<file path="config.mk">
export PLATFORM = sky130hd
export DESIGN_NAME = fifo_stim_driver
export DESIGN_NICKNAME = d
export VERILOG_FILES = /design/src/rtl/fifo_tb_pkg.sv /design/src/rtl/fifo_lfsr16.sv /design/src/rtl/fifo_stim_driver.sv
export SDC_FILE = /design/constraint.sdc
export NUM_CORES = 1
export LEC_CHECK = 0
export ABC_AREA = 1
export CORE_ASPECT_RATIO = 0.9
export CORE_MARGIN = 1.5
export CORE_UTILIZATION = 55
export CTS_CLUSTER_SIZE = 28
export DETAILED_ROUTE_END_ITERATION = 7
export PLACE_DENSITY = 0.81
export RECOVER_POWER = 25
export SLEW_MARGIN = 20
export SYNTH_ARGS = -nofsm -noshare
export SYNTH_HDL_FRONTEND = slang
export SYNTH_SLANG_ARGS = --single-unit
</file>
<file path="constraint.sdc">
create_clock -name clk -period 3.9 [get_ports clk]
set_input_delay 0.39 -clock clk [delete_from_list [all_inputs] [get_ports clk]]
set_output_delay 0.39 -clock clk [all_outputs]
set_load 0.02 [all_outputs]
</file>
<file path="src/rtl/fifo_tb_pkg.sv">
// Shared types and constants for the FIFO stimulus driver and its LFSR.
package fifo_tb_pkg;

  typedef enum logic [1:0] {
    IDLE  = 2'd0,
    RUN   = 2'd1,
    FLUSH = 2'd2,
    DONE  = 2'd3
  } drv_state_t;

  localparam logic [1:0] MODE_FILL  = 2'd0;
  localparam logic [1:0] MODE_RAND  = 2'd1;
  localparam logic [1:0] MODE_PROBE = 2'd2;
  localparam logic [1:0] MODE_SIM   = 2'd3;

  // x^16+x^14+x^13+x^11+1 in right-shift form: feedback taken from bits 0,2,3,5.
  localparam logic [15:0] LFSR_TAPS = 16'h002D;

endpackage

</file>
<file path="src/rtl/fifo_lfsr16.sv">
// 16-bit Fibonacci LFSR that advances only while enabled; reset loads the seed.
module fifo_lfsr16
  import fifo_tb_pkg::*;
#(
  parameter logic [15:0] SEED = 16'hACE1
) (
  input  logic        clk,
  input  logic        rst_n,
  input  logic        en_i,
  output logic [15:0] state_o
);

  logic [15:0] state_q, state_d;

  always_comb begin
    state_d = state_q;
    if (en_i) state_d = {^(state_q & LFSR_TAPS), state_q[15:1]};
  end

  always_ff @(posedge clk or negedge rst_n) begin
    if (!rst_n) state_q <= SEED;
    else        state_q <= state_d;
  end

  assign state_o = state_q;

endmodule

</file>
<file path="src/rtl/fifo_stim_driver.sv">
// Self-checking FIFO traffic initiator: issues registered wr/rd requests, tracks a shadow
// occupancy, and counts flag and read-data mismatches against its own sequence model.
module fifo_stim_driver
  import fifo_tb_pkg::*;
#(
  parameter int          DATA_W  = 8,
  parameter int          DEPTH   = 4,
  parameter logic [15:0] LFSR_SD = 16'hACE1
) (
  input  logic              clk,
  input  logic              rst_n,
  input  logic              start,
  input  logic [1:0]        mode,
  input  logic [15:0]       num_ops,
  input  logic              full,
  input  logic              empty,
  input  logic [DATA_W-1:0] rd_data,
  output logic              wr_en,
  output logic              rd_en,
  output logic [DATA_W-1:0] wr_data,
  output logic              busy,
  output logic              done,
  output logic [15:0]       err_count,
  output logic [15:0]       ops_done
);

  localparam int             OCC_W   = $clog2(DEPTH + 1);
  localparam logic [OCC_W-1:0] OCC_MAX = OCC_W'(DEPTH);

  drv_state_t        state_q, state_d;
  logic [1:0]        mode_q, mode_d;
  logic [15:0]       num_q, num_d;
  logic [15:0]       ops_q, ops_d;
  logic [15:0]       err_q, err_d;
  logic [OCC_W-1:0]  occ_q, occ_d;
  logic [DATA_W-1:0] wr_seq_q, wr_seq_d;
  logic [DATA_W-1:0] rd_seq_q, rd_seq_d;
  logic              fill_q, fill_d;
  logic              prb_wr_q, prb_wr_d;
  logic              prb_rd_q, prb_rd_d;
  logic              rd_acc_q, rd_acc_d;
  logic              wr_en_q, wr_en_d;
  logic              rd_en_q, rd_en_d;
  logic              busy_q, busy_d;
  logic              done_q, done_d;

  logic              wr_acc, rd_acc, flag_err, data_err;
  logic              at_full, at_empty;
  logic [1:0]        req_mode;
  logic              req_fill, req_pw, req_pr;
  logic              req_wr, req_rd, fill_n, prb_wr_n, prb_rd_n;
  logic [15:0]       lfsr;
  logic              lfsr_unused;

  function automatic logic [15:0] sat_add(input logic [15:0] a, input logic [1:0] b);
    logic [16:0] s;
    s = {1'b0, a} + 17'(b);
    return s[16] ? 16'hFFFF : s[15:0];
  endfunction

  fifo_lfsr16 #(.SEED(LFSR_SD)) u_lfsr (
    .clk    (clk),
    .rst_n  (rst_n),
    .en_i   (state_q == RUN),
    .state_o(lfsr)
  );
  assign lfsr_unused = ^lfsr[15:1];

  assign wr_acc   = wr_en_q && !full;
  assign rd_acc   = rd_en_q && !empty;
  assign flag_err = busy_q && ((full != (occ_q == OCC_MAX)) || (empty != (occ_q == '0)));
  assign data_err = rd_acc_q && (rd_data != rd_seq_q);

  // Shadow occupancy saturates at both ends so a misbehaving FIFO cannot wrap it.
  always_comb begin
    occ_d = occ_q;
    if (wr_acc && !rd_acc && occ_q != OCC_MAX)   occ_d = occ_q + OCC_W'(1);
    else if (rd_acc && !wr_acc && occ_q != '0)   occ_d = occ_q - OCC_W'(1);
  end

  assign at_full  = (occ_d == OCC_MAX);
  assign at_empty = (occ_d == '0);

  // Next request is planned from the post-edge occupancy; from IDLE the start values apply.
  always_comb begin
    req_mode = (state_q == IDLE) ? mode : mode_q;
    req_fill = (state_q == IDLE) ? 1'b1 : fill_q;
    req_pw   = (state_q == IDLE) ? 1'b0 : prb_wr_q;
    req_pr   = (state_q == IDLE) ? 1'b0 : prb_rd_q;
    fill_n   = req_fill;
    prb_wr_n = req_pw;
    prb_rd_n = req_pr;
    req_wr   = 1'b0;
    req_rd   = 1'b0;
    if (req_fill && at_full)        fill_n = 1'b0;
    else if (!req_fill && at_empty) fill_n = 1'b1;
    case (req_mode)
      MODE_RAND: begin
        req_wr = lfsr[0] && !at_full;
        req_rd = !lfsr[0] && !at_empty;
      end
      MODE_SIM: begin
        req_wr = !at_full;
        req_rd = !at_empty;
      end
      default: begin
        req_wr = fill_n;
        req_rd = !fill_n;
        if (req_mode == MODE_PROBE) begin
          if (at_full && !req_pw) begin
            req_wr   = 1'b1;
            req_rd   = 1'b0;
            prb_wr_n = 1'b1;
          end else if (at_empty && !req_pr) begin
            req_wr   = 1'b0;
            req_rd   = 1'b1;
            prb_rd_n = 1'b1;
          end
        end
      end
    endcase
  end

  always_comb begin
    state_d  = state_q;
    mode_d   = mode_q;
    num_d    = num_q;
    ops_d    = ops_q;
    fill_d   = fill_q;
    prb_wr_d = prb_wr_q;
    prb_rd_d = prb_rd_q;
    wr_en_d  = 1'b0;
    rd_en_d  = 1'b0;
    busy_d   = 1'b0;
    done_d   = 1'b0;
    rd_acc_d = rd_acc;
    wr_seq_d = wr_seq_q + DATA_W'(wr_acc);
    rd_seq_d = rd_seq_q + DATA_W'(rd_acc_q);
    err_d    = sat_add(err_q, 2'(flag_err) + 2'(data_err));
    case (state_q)
      IDLE: begin
        if (start) begin
          mode_d   = mode;
          num_d    = num_ops;
          ops_d    = '0;
          err_d    = '0;
          wr_seq_d = '0;
          rd_seq_d = '0;
          if (num_ops == '0) begin
            state_d = DONE;
            done_d  = 1'b1;
          end else begin
            state_d  = RUN;
            busy_d   = 1'b1;
            wr_en_d  = req_wr;
            rd_en_d  = req_rd;
            fill_d   = fill_n;
            prb_wr_d = prb_wr_n;
            prb_rd_d = prb_rd_n;
          end
        end
      end
      RUN: begin
        busy_d = 1'b1;
        ops_d  = ops_q + 16'(wr_acc || rd_acc);
        if (ops_d == num_q) begin
          state_d = FLUSH;
          rd_en_d = !at_empty;
        end else begin
          wr_en_d  = req_wr;
          rd_en_d  = req_rd;
          fill_d   = fill_n;
          prb_wr_d = prb_wr_n;
          prb_rd_d = prb_rd_n;
        end
      end
      FLUSH: begin
        if (at_empty) begin
          state_d = DONE;
          done_d  = 1'b1;
        end else begin
          busy_d  = 1'b1;
          rd_en_d = 1'b1;
        end
      end
      DONE:    state_d = IDLE;
      default: state_d = IDLE;
    endcase
  end

  always_ff @(posedge clk or negedge rst_n) begin
    if (!rst_n) begin
      state_q  <= IDLE;
      mode_q   <= '0;
      num_q    <= '0;
      ops_q    <= '0;
      err_q    <= '0;
      occ_q    <= '0;
      wr_seq_q <= '0;
      rd_seq_q <= '0;
      fill_q   <= 1'b1;
      prb_wr_q <= 1'b0;
      prb_rd_q <= 1'b0;
      rd_acc_q <= 1'b0;
      wr_en_q  <= 1'b0;
      rd_en_q  <= 1'b0;
      busy_q   <= 1'b0;
      done_q   <= 1'b0;
    end else begin
      state_q  <= state_d;
      mode_q   <= mode_d;
      num_q    <= num_d;
      ops_q    <= ops_d;
      err_q    <= err_d;
      occ_q    <= occ_d;
      wr_seq_q <= wr_seq_d;
      rd_seq_q <= rd_seq_d;
      fill_q   <= fill_d;
      prb_wr_q <= prb_wr_d;
      prb_rd_q <= prb_rd_d;
      rd_acc_q <= rd_acc_d;
      wr_en_q  <= wr_en_d;
      rd_en_q  <= rd_en_d;
      busy_q   <= busy_d;
      done_q   <= done_d;
    end
  end

  assign wr_en     = wr_en_q;
  assign rd_en     = rd_en_q;
  assign wr_data   = wr_seq_q;
  assign busy      = busy_q;
  assign done      = done_q;
  assign err_count = err_q;
  assign ops_done  = ops_q;

endmodule

</file>
==> results of run 1 <==
[cells in the mapped netlist (5+ instances only)]
master / number
nand4_1: 13
dfrtp_1: 86
o21ai_1: 5
nand3b_1: 6
xnor2_1: 17
o21ai_0: 44
nor3_1: 11
ha_1: 14
a21oi_1: 24
xor2_1: 11
inv_1: 100
nand2_1: 201
dfstp_2: 9
clkbuf_1: 9
nand3_1: 47
o22ai_1: 16
nor2_1: 48
[worst register-to-register path, stage by stage (launching register included)]
cell and delay, ps:
dfrtp_1 420, inv_1 110, ha_1 170, nand2_1 120
inv_1 80, nor2_1 30, o21ai_0 170, nand2_1 120
fa_1 390, inv_1 80, ha_1 180, nand3_1 120
nor3_1 240, inv_1 100, nor3_2 250, nand2_1 200
nor4_4 280, a21oi_1 60, o21ai_0 80, nand2_1 60
inv_1 60
[where the power goes]
| part | internal (mW) | switching (mW) |
|---|---|---|
| Clock | 0.258 | 0.358 |
| Combinational | 0.503 | 0.851 |
| Sequential | 1.18 | 0.163 |
[stage by stage]
step	worst slack (ps)	hold WS (ps)	util [%]	std cells
floorplan	938.5	94.41	-	695
global placement	495.1	310.2	66.80	883
detailed placement	353.4	314.3	66.80	883
CTS	419.5	453.6	68.97	900
global route	68.71	479.8	68.91	900
finish	519.7	465.5	68.91	900
[worst max path at each step]
stage                              end
2_1_floorplan  err_count[14]$_DFF_PN0_
3_3_place_gp   err_count[14]$_DFF_PN0_
3_5_place_dp   err_count[14]$_DFF_PN0_
4_1_cts        err_count[14]$_DFF_PN0_
5_1_grt        err_count[14]$_DFF_PN0_
6_report       err_count[14]$_DFF_PN0_
[sequential cells by signal, indices dropped and copies added, names as in the netlist]
register        cells
wr_data             8
busy                1
u_lfsr.state_o     16
prb_wr_q            1
occ_q               3
wr_en               1
err_count          16
ops_done           16
rd_acc_q            1
rd_en               1
state_q             2
done                1
prb_rd_q            1
rd_seq_q            8
mode_q              2
num_q              16
fill_q              1
[metal layers]
| layer | global-route usage [%] | share of wire (%) | vias up |
|---|---|---|---|
| met1 | 31.95 | 44 | 2228 |
| met2 | 43.71 | 49 | 140 |
| met5 | 0 | 0 | - |
| met4 | 6.000 | 0.99 | 0 |
| li1 | - | - | 2376 |
| met3 | 5.484 | 5.3 | 10 |
[kinds of logic (layout without fill, tap and decap cells)]
kind of cell | after synthesis | after routing | share of synthesized area [%]
fa+ha+maj | 15 | 15 | 3.683
buf+inv | 115 | 198 | 8.168
compound gates | 94 | 94 | 9.538
simple gates | 348 | 348 | 28.92
flops | 95 | 95 | 45.07
xor+xnor | 28 | 28 | 4.627
[repair_timing]
action / CTS / global route
endpoints found under the setup margin: 0 / 1
hold buffers: 1 / 0
gates resized for setup: 0 / 1
hold endpoints to repair: 23 / 0
[final cells by class]
class                   instances  area share [%]
clock buffers                  10           2.159
inverters                     102           6.007
repair buffers                 80           12.11
clock inverters                 6          0.8245
multi-input cells             485           39.03
well taps                     122           2.395
flip-flops and latches         95           37.48
==> results.json, run 1 <==
{
  "start_util_pct": 57.31,
  "io_pins": 75,
  "min_period_over_period_pct": 86.67,
  "layout_min_cycle_time_ps": 3380,
  "grt_usage_pct": 24.98,
  "slew_headroom_pct": 9.316,
  "fin_area_mm2": 0.006374,
  "via_per_inst": 5.282,
  "setup-tns-final_ps": 0,
  "ir_worst_vdd_uv": 292.8,
  "crit_required_ps": 4200,
  "postCtsSetupRepairBufs": 0,
  "grt_pass1_wl_um": 20220,
  "slew_violations": 0,
  "seqCellArea_mm2": 0.002389,
  "cts.sinks": 95,
  "synth_seq_cells": 95,
  "dieArea_mm2": 0.01024,
  "final_common_cell": "nand2_1",
  "area_delta_synth_final_pct": 20.25,
  "grt_setup_unrepaired": "no",
  "tightest_slew_ps": 1360,
  "synth_seq_area_share_pct": 45.07,
  "cp_top_family": "simple AND/OR/NAND/NOR gates",
  "cts_buffers": 9,
  "grt_overflow_total": 0,
  "dr_total_vias": 4754,
  "fp.dieH_um": 96.13,
  "hold_depth": 2,
  "rr_worst_depth": 20,
  "arrival_ps": 3680,
  "maxCapViolations": 0,
  "hp-start": "u_lfsr.state_o[6]$_DFFE_PN1P_",
  "final-setup-viol-count": 0,
  "finalWirelength_um": 12020,
  "crit_start": "occ_q[0]$_DFF_PN0_",
  "grt_pass1_vias": 4524,
  "yosys_warnings": 0,
  "synth.top_cell.area_share_pct": 40.60,
  "drtIter0Drc": 266,
  "clock_latency_ps": 370,
  "final_cell_mix": "nand2_1, inv_1, dfrtp_1",
  "rrSetupSlack_ps": 520,
  "multiInputGateArea_mm2": 0.002487,
  "cts-htree-levels": 3,
  "cts_tree": "yes",
  "cp_cell_sequence": "inv_1 > ha_1 > nand2_1 > inv_1 > nor2_1 > o21ai_0 > nand2_1 > fa_1 > inv_1 > ha_1 > nand3_1 > nor3_1 > inv_1 > nor3_2 > nand2_1 > nor4_4 > a21oi_1 > o21ai_0 > nand2_1 > inv_1",
  "synthesis.instances": 695,
  "synthArstFlopShare_pct": 100.0,
  "avgSynthCellArea_um2": 7.626,
  "dpl_cell_area_mm2": 0.006178,
  "hold_violations": 0,
  "ant_nets": 0,
  "slowest_stage": "dfrtp_1",
  "synth_ff_type": "dfrtp_1",
  "coreArea_mm2": 0.009249,
  "crit_buf_inv": 5,
  "clockBufferDepth": 2,
  "critPathKind": "reg -> reg",
  "whs_endpoint": "u_lfsr.state_o[6]$_DFFE_PN1P_",
  "power_mw": 3.316,
  "nets": 819,
  "cpMostUsedCell": "inv_1",
  "hold_path.class": "reg -> reg",
  "nFillCells": 760,
  "p_leak_nw": 3.011,
  "gp_congestion": 0.8742,
  "antenna_found_initial": 0,
  "yosysUniqueCellTypes": 36,
  "wl_per_cell_um": 13.35,
  "diodes": 0,
  "status": "complete, no violations",
  "synth_top_area_cell": "dfrtp_1",
  "fin_skew_ps": 19.52,
  "cp.depth": 20,
  "drtPass1Iterations": 5,
  "synth.cell_area_mm2": 0.005300,
  "critPathCaptureType": "register",
  "cp-start-kind": "register",
  "syn-num-nets": 741,
  "drc": 0,
  "crit_fanout": 5,
  "max_freq_mhz": 295.8,
  "die_width_um": 106.5,
  "row_count": 33,
  "pwr_density_cell_mw_per_mm2": 520.3,
  "synth_area_leaders": "dfrtp_1, nand2_1, inv_1, dfstp_2, nand3_1",
  "clk_pin_slew_worst_paths_ps": 90,
  "synth-edff-count": 0,
  "regToRegEndpoint": "err_count[14]$_DFF_PN0_",
  "dpl.hpwl_um": 8935,
  "grt_max_degree": 51,
  "root_buffer": "clkbuf_8",
  "drive_gt1_share_pct": 6.427,
  "portBuffers": 74,
  "cp_slowest_stage_delay_ps": 420,
  "r2r-start": "occ_q[0]$_DFF_PN0_"
}
Note: power is estimated with default switching activity, not from simulation.
==> run 2: changes to the inputs <==
- clock period: 3.9 -> 3.4 ns (I/O delays scaled with it)
==> run 2 against run 1 <==
  * The run now ends with max-capacitance violations, max-slew violations left
  * Clock power up 15%
  * Hold slack worse by 1.5 ps
  * Sequential share of layout area down 0.71 points
  * Core utilization up 1.3 points
  * Clock skew down 9.8 ps
  * Global-route usage down 0.056 points
  * Highest routed layer unchanged
  * Critical path depth unchanged
  * Cell area up 1.9%
  * Total power up 17%
  * Clock-buffer cell count down 1
  * Flip-flop and latch count unchanged
==> results.json, run 2 (synthesized netlist as in run 1, its figures left out) <==
{
  "die_width_um": 106.5,
  "ant_nets": 0,
  "hold_violations": 0,
  "grt_setup_unrepaired": "no",
  "ir_worst_vdd_uv": 366.4,
  "final_cell_mix": "nand2_1, inv_1, dfrtp_1",
  "cts_buffers": 9,
  "dieArea_mm2": 0.01024,
  "tightest_slew_ps": 2325,
  "fp.dieH_um": 96.13,
  "nFillCells": 700,
  "drtIter0Drc": 352,
  "final-setup-viol-count": 0,
  "nets": 825,
  "slew_violations": 96,
  "root_buffer": "clkbuf_8",
  "area_delta_synth_final_pct": 22.59,
  "crit_required_ps": 3710,
  "cts-htree-levels": 3,
  "p_leak_nw": 3.062,
  "violations": "max-capacitance violations, max-slew violations",
  "wl_per_cell_um": 13.79,
  "r2r-start": "occ_q[0]$_DFF_PN0_",
  "grt_usage_pct": 24.93,
  "crit_end": "err_count[14]$_DFF_PN0_",
  "clk_pin_slew_worst_paths_ps": 100,
  "regToRegEndpoint": "err_count[14]$_DFF_PN0_",
  "drive_gt1_share_pct": 9.439,
  "crit_start": "occ_q[0]$_DFF_PN0_",
  "max_freq_mhz": 315.2,
  "critPathKind": "reg -> reg",
  "crit_fanout": 5,
  "status": "finished with violations",
  "min_period_over_period_pct": 93.30,
  "hold_depth": 2,
  "antenna_found_initial": 0,
  "cts.sinks": 95,
  "clockBufferDepth": 2,
  "hold_path.class": "reg -> reg",
  "portBuffers": 74,
  "diodes": 0,
  "cts_tree": "yes",
  "setup-tns-final_ps": 0,
  "seqCellArea_mm2": 0.002389,
  "final_common_cell": "nand2_1",
  "final_util_pct": 70.25,
  "grt_pass1_wl_um": 20310,
  "fin_skew_ps": 9.759,
  "critPathCaptureType": "register",
  "clock_latency_ps": 360,
  "grt_max_degree": 96,
  "rrSetupSlack_ps": 230,
  "rr_worst_depth": 20,
  "gp_congestion": 0.8739,
  "start_util_pct": 57.31,
  "slew_headroom_pct": -54.97,
  "dpl.hpwl_um": 9087,
  "drtPass1Iterations": 5,
  "drc": 0,
  "via_per_inst": 5.391,
  "pwr_density_cell_mw_per_mm2": 599.1,
  "maxCapViolations": 1,
  "cp-start-kind": "register",
  "layout_min_cycle_time_ps": 3172,
  "finalWirelength_um": 12490,
  "multiInputGateArea_mm2": 0.002561,
  "hold_buffers": 0,
  "coreArea_mm2": 0.009249,
  "grt_pass1_vias": 4595,
  "io_pins": 75,
  "dr_total_vias": 4884,
  "grt_overflow_total": 0,
  "row_count": 33,
  "arrival_ps": 3480
}
[run 2: how the worst min path moves through the flow]
stage | start | to
final | u_lfsr.state_o[6]$_DFFE_PN1P_ | u_lfsr.state_o[5]$_DFFE_PN1P_
after global routing | u_lfsr.state_o[7]$_DFFE_PN1P_ | u_lfsr.state_o[7]$_DFFE_PN1P_
after CTS | rst_n | num_q[6]$_DFFE_PN0P_
after detailed placement | rst_n | num_q[6]$_DFFE_PN0P_
after global placement | rst_n | num_q[7]$_DFFE_PN0P_
after floorplan | rst_n | busy$_DFF_PN0_
[run 2: timing repair]
action                                  in CTS  in global routing
endpoints found under the setup margin       0                 15
resized for setup                            0                 20
endpoints found under the hold margin        0                  0
buffers inserted                             0                  5
[run 2: critical path, cell delays in order (launching register included)]
cell,delay [ps]
dfrtp_1,420
inv_2,110
ha_4,150
nand2_2,90
inv_1,70
nor2_1,40
o21ai_1,130
nand2_1,130
fa_2,370
inv_2,80
ha_4,150
nand3_4,100
nor3_4,210
inv_1,70
nor3_2,230
nand2_2,120
nor4_4,350
a21oi_1,60
o21ai_0,100
nand2_1,80
inv_1,60
[run 2: final cells by class]
class                      instances  area share [%]
timing repair buffer              86           12.71
tap                              122           2.349
clock buffer                       9           1.906
clock inverter                     7          0.9628
sequential                        95           36.76
multi-input combinational        485           39.42
inverter                         102           5.893
[run 2: report_power, final]
group	switching (mW)	internal (mW)	total [mW]
combinational	1.00	0.624	1.63
clock	0.429	0.281	0.710
sequential	0.197	1.36	1.55
total	1.63	2.26	3.89
[run 2: stage by stage]
step	area (µm²)	setup WS, ps	instances	power [mW]	hold WS, ps
5_1_grt	6497	15.78	906	4.197	478.7
3_3_place_gp	6206	172.6	885	3.059	429.3
6_report	6497	227.9	906	3.893	464.0
3_5_place_dp	6206	46.10	885	3.131	430.8
4_1_cts	6392	31.99	901	3.848	24.55
2_1_floorplan	5300	438.5	695	2.624	44.41
[run 2: metal layers]
layer,GRT usage (%),routed length [µm],vias up
li1,-,-,2394
met3,4.604,539,19
met4,7.000,174,0
met5,0,0,-
met1,31.38,5393,2315
met2,44.41,6386,156
==> run 3: changes to the inputs <==
- GPL_TIMING_DRIVEN: default -> 0
- clock period: 3.4 -> 3.88 ns (I/O delays scaled with it)
==> run 3 against run 2 <==
  * The flow still finishes with violations (max-capacitance violations, max-slew violations)
  * Flip-flop and latch count is the same
  * Final cell count grew 0.33%
  * Highest routed layer unchanged
  * Global-route usage grew 1.2 points
  * Clock skew grew 7.9 ps
  * Hold slack gained 3.6 ps
  * Sequential power shrank 13%
  * First-iteration DRC count shrank 23%
  * Clock power shrank 3.1%
  * Cell area shrank 0.83%
  * Critical endpoint unchanged
  * Register-to-register slack gained 250 ps
  * Total power shrank 12%
==> results.json, run 3 (synthesized netlist as in run 1, its figures left out) <==
{
  "grt_overflow_total": 0,
  "dieArea_mm2": 0.01024,
  "hold_path.class": "reg -> reg",
  "ir_worst_vdd_uv": 335.5,
  "power_mw": 3.435,
  "drc": 0,
  "drtIter0Drc": 270,
  "fin_skew_ps": 17.61,
  "clock_latency_ps": 370,
  "final-setup-viol-count": 0,
  "clockBufferDepth": 2,
  "start_util_pct": 57.31,
  "finalWirelength_um": 12500,
  "final_common_cell": "nand2_1",
  "coreArea_mm2": 0.009249,
  "slew_violations": 46,
  "clk_pin_slew_worst_paths_ps": 90,
  "cts-htree-levels": 3,
  "portBuffers": 74,
  "critPathKind": "reg -> reg",
  "cts.sinks": 95,
  "via_per_inst": 5.352,
  "violations": "max-capacitance violations, max-slew violations",
  "slew_headroom_pct": -71.02,
  "row_count": 33,
  "grt_max_degree": 51,
  "postCtsSetupRepairBufs": 0,
  "hold_violations": 0,
  "drtPass1Iterations": 5,
  "grt_pass1_vias": 4692,
  "pwr_density_cell_mw_per_mm2": 533.0,
  "p_leak_nw": 3.040,
  "tightest_slew_ps": 2565,
  "wl_per_cell_um": 13.75,
  "crit_required_ps": 4140,
  "critPathCaptureType": "register",
  "dr_total_vias": 4865,
  "grt_usage_pct": 26.09,
  "io_pins": 75,
  "cp-start-kind": "register",
  "max_freq_mhz": 293.8,
  "drive_gt1_share_pct": 6.226,
  "die_width_um": 106.5,
  "antenna_found_initial": 0,
  "cts_buffers": 9,
  "finalWorstSetupSlack_ps": 476.2,
  "nets": 828,
  "diodes": 0,
  "grt_setup_unrepaired": "no",
  "area_delta_synth_final_pct": 21.58,
  "root_buffer": "clkbuf_8",
  "crit_fanout": 4,
  "final_cell_mix": "nand2_1, inv_1, dfrtp_1",
  "arrival_ps": 3670,
  "min_period_over_period_pct": 87.73,
  "cts_tree": "yes",
  "status": "finished with violations",
  "grt_pass1_wl_um": 21030,
  "ant_nets": 0,
  "layout_min_cycle_time_ps": 3404,
  "preCtsSetupSlack_ps": 312.0,
  "fp.dieH_um": 96.13,
  "dpl.hpwl_um": 9675,
  "maxCapViolations": 1,
  "gp_congestion": 0.9742
}
-- run 3: stage by stage --
| stage | hold WS (ps) | cells | area (µm²) | util, % | TNS (ps) |
|---|---|---|---|---|---|
| floorplan | 92.41 | 695 | 5300 | - | 0 |
| global placement | 451.8 | 891 | 6193 | 66.96 | -92020 |
| detailed placement | 343.1 | 892 | 6222 | 67.28 | 0 |
| CTS | 469.3 | 909 | 6442 | 69.66 | 0 |
| global route | 486.0 | 909 | 6444 | 69.67 | 0 |
| finish | 467.6 | 909 | 6444 | 69.67 | 0 |
-- run 3: worst max-delay path: stages (launching register included) --
cell	delay, ps
dfrtp_1	400
inv_1	110
ha_1	180
nand2_1	110
inv_1	80
nor2_1	40
o21ai_0	140
nand2_1	130
fa_1	410
inv_1	80
ha_1	180
nand3_1	120
nor3_1	260
inv_1	100
nor3_2	260
nand2_1	200
nor2_1	140
inv_1	60
a21oi_1	110
o21ai_0	90
nand2_1	60
inv_1	40
-- run 3: area by class of cell --
| class | count | area, µm² |
|---|---|---|
| tap | 122 | 152.6 |
| sequential | 95 | 2389 |
| buffer | 13 | 50.05 |
| multi-input combinational | 485 | 2487 |
| inverter | 102 | 382.9 |
| fill | 738 | 2805 |
| clock inverter | 7 | 86.33 |
| clock buffer | 9 | 123.9 |
| timing repair buffer | 76 | 772.0 |
-- run 3: final timing paths --
path,startpoint,end,slack [ps],cells after the start
max reg2reg,occ_q[0]$_DFF_PN0_,err_count[14]$_DFF_PN0_,480,21
min,u_lfsr.state_o[6]$_DFFE_PN1P_,u_lfsr.state_o[6]$_DFFE_PN1P_,470,2
min reg2reg,u_lfsr.state_o[6]$_DFFE_PN1P_,u_lfsr.state_o[6]$_DFFE_PN1P_,470,2
min in group asynchronous,rst_n,ops_done[6]$_DFFE_PN0P_,1350,2
max,occ_q[0]$_DFF_PN0_,err_count[14]$_DFF_PN0_,480,21
max in group asynchronous,rst_n,wr_data[7]$_DFF_PN0_,1070,2
-- run 3: power by group --
| group | internal, mW | switching [mW] |
|---|---|---|
| clock network | 0.313 | 0.376 |
| logic | 0.516 | 0.880 |
| registers | 1.19 | 0.162 |
-- run 3: metal layers --
layer / part of all wire [%] / wire, µm / global-route usage [%]
met1: 43 / 5375 / 33.70
met2: 49 / 6171 / 45.22
met3: 6.5 / 813 / 5.213
met4: 1.1 / 136 / 7.111
met5: 0 / 0 / 0
-- run 3: timing repair --
action | in CTS | in global routing
gates resized for setup | 0 | 1
endpoints found under the setup margin | 0 | 2
hold buffers | 1 | 0
hold endpoints to repair | 45 | 0
